<file path="src/rtl/alu_host_seq.sv">
// ---------------------------------------------------------------------------
// alu_host_seq -- initiator-side sequencer for the 4-bit combinational ALU.
//
// It accepts one command at a time on a valid/ready port and drives the ALU
// operand and opcode buses. After SETTLE_CYCLES clock edges it captures the
// ALU result and presents it on a valid/ready response port. All ALU bus
// timing is owned here. Every output is registered.
//
// Parameters:
//   SETTLE_CYCLES  clock edges from driving the ALU bus to capturing the
//                  result (legal range 1..15)
//
// Optional build macro:
//   ALU_HOST_DIVZERO_EN  when defined, divide (op 3) and modulo (op 10) with
//                        y == 0 are answered locally as an error response
//                        (data 0xFF, rsp_err 1). The ALU bus is not touched.
//                        When undefined, every command goes to the ALU and
//                        rsp_err is tied to 0.
//
// Ports:
//   clk           clock
//   rst_n         synchronous, active-low reset
//   cmd_valid     command present
//   cmd_ready     sequencer can accept a command
//   cmd_op        ALU opcode (0..12 defined, 13..15 passed through)
//   cmd_x         operand x
//   cmd_y         operand y
//   alu_operands  {y, x} to the ALU
//   alu_opcode    zero-extended opcode to the ALU (0xFF = idle)
//   alu_result    ALU result
//   rsp_valid     response present
//   rsp_ready     consumer accepts the response
//   rsp_data      captured result
//   rsp_err       command was rejected locally
//   done_count    completed responses, wrapping at 8 bits
// ---------------------------------------------------------------------------
module alu_host_seq #(
    parameter int unsigned SETTLE_CYCLES = 1
) (
    input  logic       clk,
    input  logic       rst_n,
    input  logic       cmd_valid,
    output logic       cmd_ready,
    input  logic [3:0] cmd_op,
    input  logic [3:0] cmd_x,
    input  logic [3:0] cmd_y,
    output logic [7:0] alu_operands,
    output logic [7:0] alu_opcode,
    input  logic [7:0] alu_result,
    output logic       rsp_valid,
    input  logic       rsp_ready,
    output logic [7:0] rsp_data,
    output logic       rsp_err,
    output logic [7:0] done_count
);

    localparam logic [1:0] ST_IDLE   = 2'd0;
    localparam logic [1:0] ST_SETTLE = 2'd1;
    localparam logic [1:0] ST_RESP   = 2'd2;

    // The ALU returns 0 for this opcode, so it is a safe bus value when idle.
    localparam logic [7:0] IDLE_OPCODE = 8'hFF;

    // Counter load at acceptance: capture happens on the edge where the
    // counter reads zero, which is exactly SETTLE_CYCLES edges later.
    localparam logic [3:0] SETTLE_LOAD = 4'(SETTLE_CYCLES - 1);

    logic [1:0] r_state;
    logic [3:0] r_settle_cnt;
    logic       r_cmd_ready;
    logic [7:0] r_operands;
    logic [7:0] r_opcode;
    logic       r_rsp_valid;
    logic [7:0] r_rsp_data;
    logic [7:0] r_done_count;

`ifdef ALU_HOST_DIVZERO_EN
    logic r_rsp_err;
    logic w_divzero;

    // Division and modulo by zero are answered without using the ALU.
    assign w_divzero = ((cmd_op == 4'd3) || (cmd_op == 4'd10)) && (cmd_y == 4'd0);
`endif

    always_ff @(posedge clk) begin
        if (!rst_n) begin
            r_state      <= ST_IDLE;
            r_settle_cnt <= 4'd0;
            r_cmd_ready  <= 1'b0;
            r_operands   <= 8'h00;
            r_opcode     <= IDLE_OPCODE;
            r_rsp_valid  <= 1'b0;
            r_rsp_data   <= 8'h00;
            r_done_count <= 8'h00;
`ifdef ALU_HOST_DIVZERO_EN
            r_rsp_err    <= 1'b0;
`endif
        end else begin
            case (r_state)
                ST_IDLE: begin
                    // cmd_ready is registered, so the first IDLE cycle after
                    // reset only raises it; acceptance needs it already high.
                    if (!r_cmd_ready) begin
                        r_cmd_ready <= 1'b1;
                    end else if (cmd_valid) begin
                        r_cmd_ready <= 1'b0;
`ifdef ALU_HOST_DIVZERO_EN
                        if (w_divzero) begin
                            r_rsp_valid <= 1'b1;
                            r_rsp_data  <= 8'hFF;
                            r_rsp_err   <= 1'b1;
                            r_state     <= ST_RESP;
                        end else
`endif
                        begin
                            r_operands   <= {cmd_y, cmd_x};
                            r_opcode     <= {4'b0000, cmd_op};
                            r_settle_cnt <= SETTLE_LOAD;
                            r_state      <= ST_SETTLE;
                        end
                    end
                end

                ST_SETTLE: begin
                    if (r_settle_cnt == 4'd0) begin
                        r_rsp_data  <= alu_result;
                        r_rsp_valid <= 1'b1;
`ifdef ALU_HOST_DIVZERO_EN
                        r_rsp_err   <= 1'b0;
`endif
                        r_state     <= ST_RESP;
                    end else begin
                        r_settle_cnt <= r_settle_cnt - 4'd1;
                    end
                end

                ST_RESP: begin
                    // cmd_ready is raised here but the command port is only
                    // looked at from IDLE, so nothing is accepted on the
                    // handshake edge itself.
                    if (rsp_ready) begin
                        r_rsp_valid  <= 1'b0;
                        r_done_count <= r_done_count + 8'd1;
                        r_operands   <= 8'h00;
                        r_opcode     <= IDLE_OPCODE;
                        r_cmd_ready  <= 1'b1;
                        r_state      <= ST_IDLE;
                    end
                end

                default: begin
                    r_state     <= ST_IDLE;
                    r_cmd_ready <= 1'b0;
                    r_rsp_valid <= 1'b0;
                    r_operands  <= 8'h00;
                    r_opcode    <= IDLE_OPCODE;
                end
            endcase
        end
    end

    assign cmd_ready    = r_cmd_ready;
    assign alu_operands = r_operands;
    assign alu_opcode   = r_opcode;
    assign rsp_valid    = r_rsp_valid;
    assign rsp_data     = r_rsp_data;
    assign done_count   = r_done_count;
`ifdef ALU_HOST_DIVZERO_EN
    assign rsp_err      = r_rsp_err;
`else
    assign rsp_err      = 1'b0;
`endif

endmodule

</file>
<file path="config.mk">
export PLATFORM = sky130hd
export DESIGN_NAME = alu_host_seq
export DESIGN_NICKNAME = d
export VERILOG_FILES = /design/src/rtl/alu_host_seq.sv
export SDC_FILE = /design/constraint.sdc
export NUM_CORES = 1
export LEC_CHECK = 0
export CAP_MARGIN = 20
export CORE_MARGIN = 8
export CORE_UTILIZATION = 35
export CTS_CLUSTER_DIAMETER = 30
export CTS_CLUSTER_SIZE = 8
export DETAILED_ROUTE_END_ITERATION = 10
export GPL_TIMING_DRIVEN = 0
export PLACE_DENSITY = 0.68
export SETUP_SLACK_MARGIN = 0.2
export SYNTH_ARGS = -nofsm -noshare
export SYNTH_HDL_FRONTEND = slang
export SYNTH_SLANG_ARGS = --single-unit
export TNS_END_PERCENT = 1
</file>
<file path="constraint.sdc">
create_clock -name clk -period 1.65 [get_ports clk]
set_clock_uncertainty 0.15 [all_clocks]
set_input_delay 0.4125 -clock clk [delete_from_list [all_inputs] [get_ports clk]]
set_output_delay 0.4125 -clock clk [all_outputs]
set_load 0.05 [all_outputs]
</file>
==> results of run 1 <==
==> worst paths after layout <==
kind / cells past startpoint / startpoint / endpoint / slack, ns
max: 4 / r_settle_cnt[0] / r_settle_cnt[1] / 0.1
min: 2 / alu_opcode[1] / alu_opcode[1] / 0.32
max reg2reg: 4 / r_settle_cnt[0] / r_settle_cnt[1] / 0.1
min reg2reg: 2 / alu_opcode[1] / alu_opcode[1] / 0.32
==> critical path: stages, from the launching register on <==
cell and delay [ns]:
dfxtp_2 0.34, inv_2 0.06, ha_1 0.29, or4b_1 0.50
a21oi_1 0.14
==> report_power, final <==
part	leakage (nW)	internal (W)	total, W	switching (W)
Clock	0.0542	0.000377	0.000683	0.000306
Sequential	0.304	0.000938	0.000965	0.0000274
Combinational	0.547	0.000167	0.000478	0.000311
Total	0.906	0.00148	0.00213	0.000644
==> registers in the layout, indices dropped and copies added (netlist names) <==
| name | cells |
|---|---|
| done_count | 8 |
| r_state | 2 |
| rsp_valid | 1 |
| r_settle_cnt | 4 |
| alu_operands | 8 |
| cmd_ready | 1 |
| alu_opcode | 5 |
| rsp_data | 8 |
==> cell type report <==
cell class                      count  area, sq um
Buffer                             15        101.3
Clock inverter                      1        5.005
Fill cell                         401         2102
Multi-Input combinational cell    107        739.5
Clock buffer                        7        96.34
Tap cell                           52        65.06
Sequential cell                    37        753.2
Timing Repair Buffer               59        457.9
Inverter                            9        33.78
==> synth_stat cells (2+ instances only) <==
library cell	number	area (sq um)
xor2_1	2	17.52
nand3_1	11	55.05
or4_1	2	15.01
dfxtp_1	37	740.7
nor2_1	6	22.52
buf_2	4	20.02
ha_1	3	37.54
o311ai_0	2	17.52
a31oi_1	5	31.28
nand3b_1	2	15.01
buf_4	5	37.54
nand2_1	3	11.26
nand4bb_1	2	22.52
inv_1	8	30.03
nand4b_1	2	17.52
nand4_1	3	18.77
o31ai_1	4	30.03
o21ai_0	14	70.07
nor4_1	2	12.51
nor3_1	4	20.02
a32o_1	8	80.08
clkbuf_1	4	15.01
a21oi_1	17	85.08
or3_1	2	12.51
nor3b_1	3	22.52
==> what timing repair did <==
| action | CTS | global route |
|---|---|---|
| pin swaps | 3 | 3 |
| gates resized for setup | 175 | 7 |
| hold buffers | 0 | 0 |
| endpoints found under the setup margin | 66 | 62 |
| hold endpoints to repair | 0 | 0 |
| buffers inserted | 2 | 1 |
==> metal layers <==
layer  wire length [microns]  share of wire, %  global-route usage (%)  vias up
li1                        -                 -                       -      755
met1                    1840                41                   15.76      718
met2                    2288                51                   21.64       45
met3                     298               6.6                   4.492        6
met4                      65               1.4                   5.911        0
met5                       0                 0                       0        -
==> cells by family after synthesis <==
| group | share of synthesized area (%) |
|---|---|
| and+or+nand+nor | 18.79 |
| muxes | 0.6370 |
| xor gates and xnor gates | 1.115 |
| other | 0.2386 |
| buffers and inverters | 7.723 |
| AOI/OAI and AO/OA | 21.98 |
| DFF | 47.13 |
| adders and majority gates | 2.389 |
==> metrics by stage <==
stage               power, W  util (%)  setup TNS [ns]  hold WS [ns]
finish              0.002126     51.72               0        0.3193
global route        0.002234     51.72               0        0.3344
CTS                 0.002154     51.58               0        0.3198
detailed placement  0.001480     50.63          -10.42        0.3098
global placement    0.001477     50.63          -9.852        0.3008
floorplan           0.001291         -               0        0.3215
==> results.sh, run 1 <==
export IMPL_fmax_mhz=644.0
export IMPL_clk_latency_ns=0.28
export IMPL_grt_pass1_wl_microns=7831
export IMPL_final_hold_viol_count=0
export IMPL_max_cap_violations=0
export IMPL_ys_seq_elements=37
export IMPL_routed_wl_microns=4492
export IMPL_diodes=0
export IMPL_dpl_cell_area_sq_mm=0.002205
export IMPL_critPathKind="register to register"
export IMPL_report_final_slew_viol_count=0
export IMPL_dp_slack_ns=-0.4932
export IMPL_layout_min_cycle_time_ns=1.553
export IMPL_netlist_area_sq_mm=0.001572
export IMPL_die_h_microns=83.01
export IMPL_routed_via_density=5.310
export IMPL_setup_ws_ns=0.09731
export IMPL_die_w_microns=83.01
export IMPL_cts_clk_slew_worst_paths_ns=0.07
export IMPL_dp_hpwl_microns=3208
export IMPL_synth_edf_count=0
export IMPL_mostFrequentLayoutCells="dfxtp_1, buf_2, clkdlybuf4s50_1"
export IMPL_start_util_pct=36.09
export IMPL_period_share_pct=94.10
export IMPL_core_sq_mm=0.004354
export IMPL_drive_gt1_share_pct=31.91
export IMPL_grt_overflow=0
export IMPL_layout_commonest_cell="dfxtp_1"
export IMPL_run_status="finished, final reports clean"
export IMPL_grt_max_degree=12
export IMPL_instances_no_fill=287
export IMPL_dr_pass1_iters=4
export IMPL_finalSetupViolations=0
export IMPL_synth_distinct_cells=38
export IMPL_synthCells=168
export IMPL_cp_end_kind="register"
export IMPL_start_kind="register"
export IMPL_ir_worst_vdd_mv=0.5428
export IMPL_crit_fanout=3
export IMPL_htree_levels=2
export IMPL_drc=0
export IMPL_die_area_sq_mm=0.006890
export IMPL_worstPathRequired_ns=1.71
export IMPL_cts_tree="done"
export IMPL_async_flop_share_pct=0
export IMPL_ant_nets=0
export IMPL_dp_cells=276
export IMPL_routed_via_count=1524
export IMPL_synth_flop_cell="dfxtp_1"
export IMPL_ys_seq_area_share_pct=47.13
export IMPL_boundaryPins=59
export IMPL_antenna_found_initial=0
export IMPL_synth_nets=195
export IMPL_grt_pass1_vias=1575
export IMPL_hold_path_class="register to register"
export IMPL_synth_warnings=0
export IMPL_rsz0062_at_grt="yes"
export IMPL_rows=24
export IMPL_grtUsageTotal_pct=13.44
export IMPL_syn_area_per_cell_sq_um=9.354
export IMPL_power_density_mw_per_mm2=943.9
export IMPL_cp_arrival_ns=1.61
export IMPL_root_buffer="clkbuf_8"
export IMPL_fin_area_sq_mm=0.002252
export IMPL_leakagePower_nw=0.9057
export IMPL_gp_congestion=0.7716
export IMPL_clkSinkCount=37
export IMPL_cts_buffers=5
export IMPL_drt_iter0_markers=125
export IMPL_io_buffers=56
export IMPL_fin_nets=261
export IMPL_cts_buffer_depth=2
export IMPL_syn_to_final_growth_pct=43.31
export IMPL_routedWlPerCell_microns=15.65
Note: power is estimated with default switching activity, not from simulation.
==> run 2, diff against run 1 <==
--- a/config.mk
+++ b/config.mk
@@ -14,6 +14,7 @@
 export GPL_TIMING_DRIVEN = 0
 export PLACE_DENSITY = 0.68
 export SETUP_SLACK_MARGIN = 0.2
+export SKIP_LAST_GASP = 1
 export SYNTH_ARGS = -nofsm -noshare
 export SYNTH_HDL_FRONTEND = slang
 export SYNTH_SLANG_ARGS = --single-unit
==> results of run 2 <==
No change in the layout: final DEF, timing and power equal those of run 1.
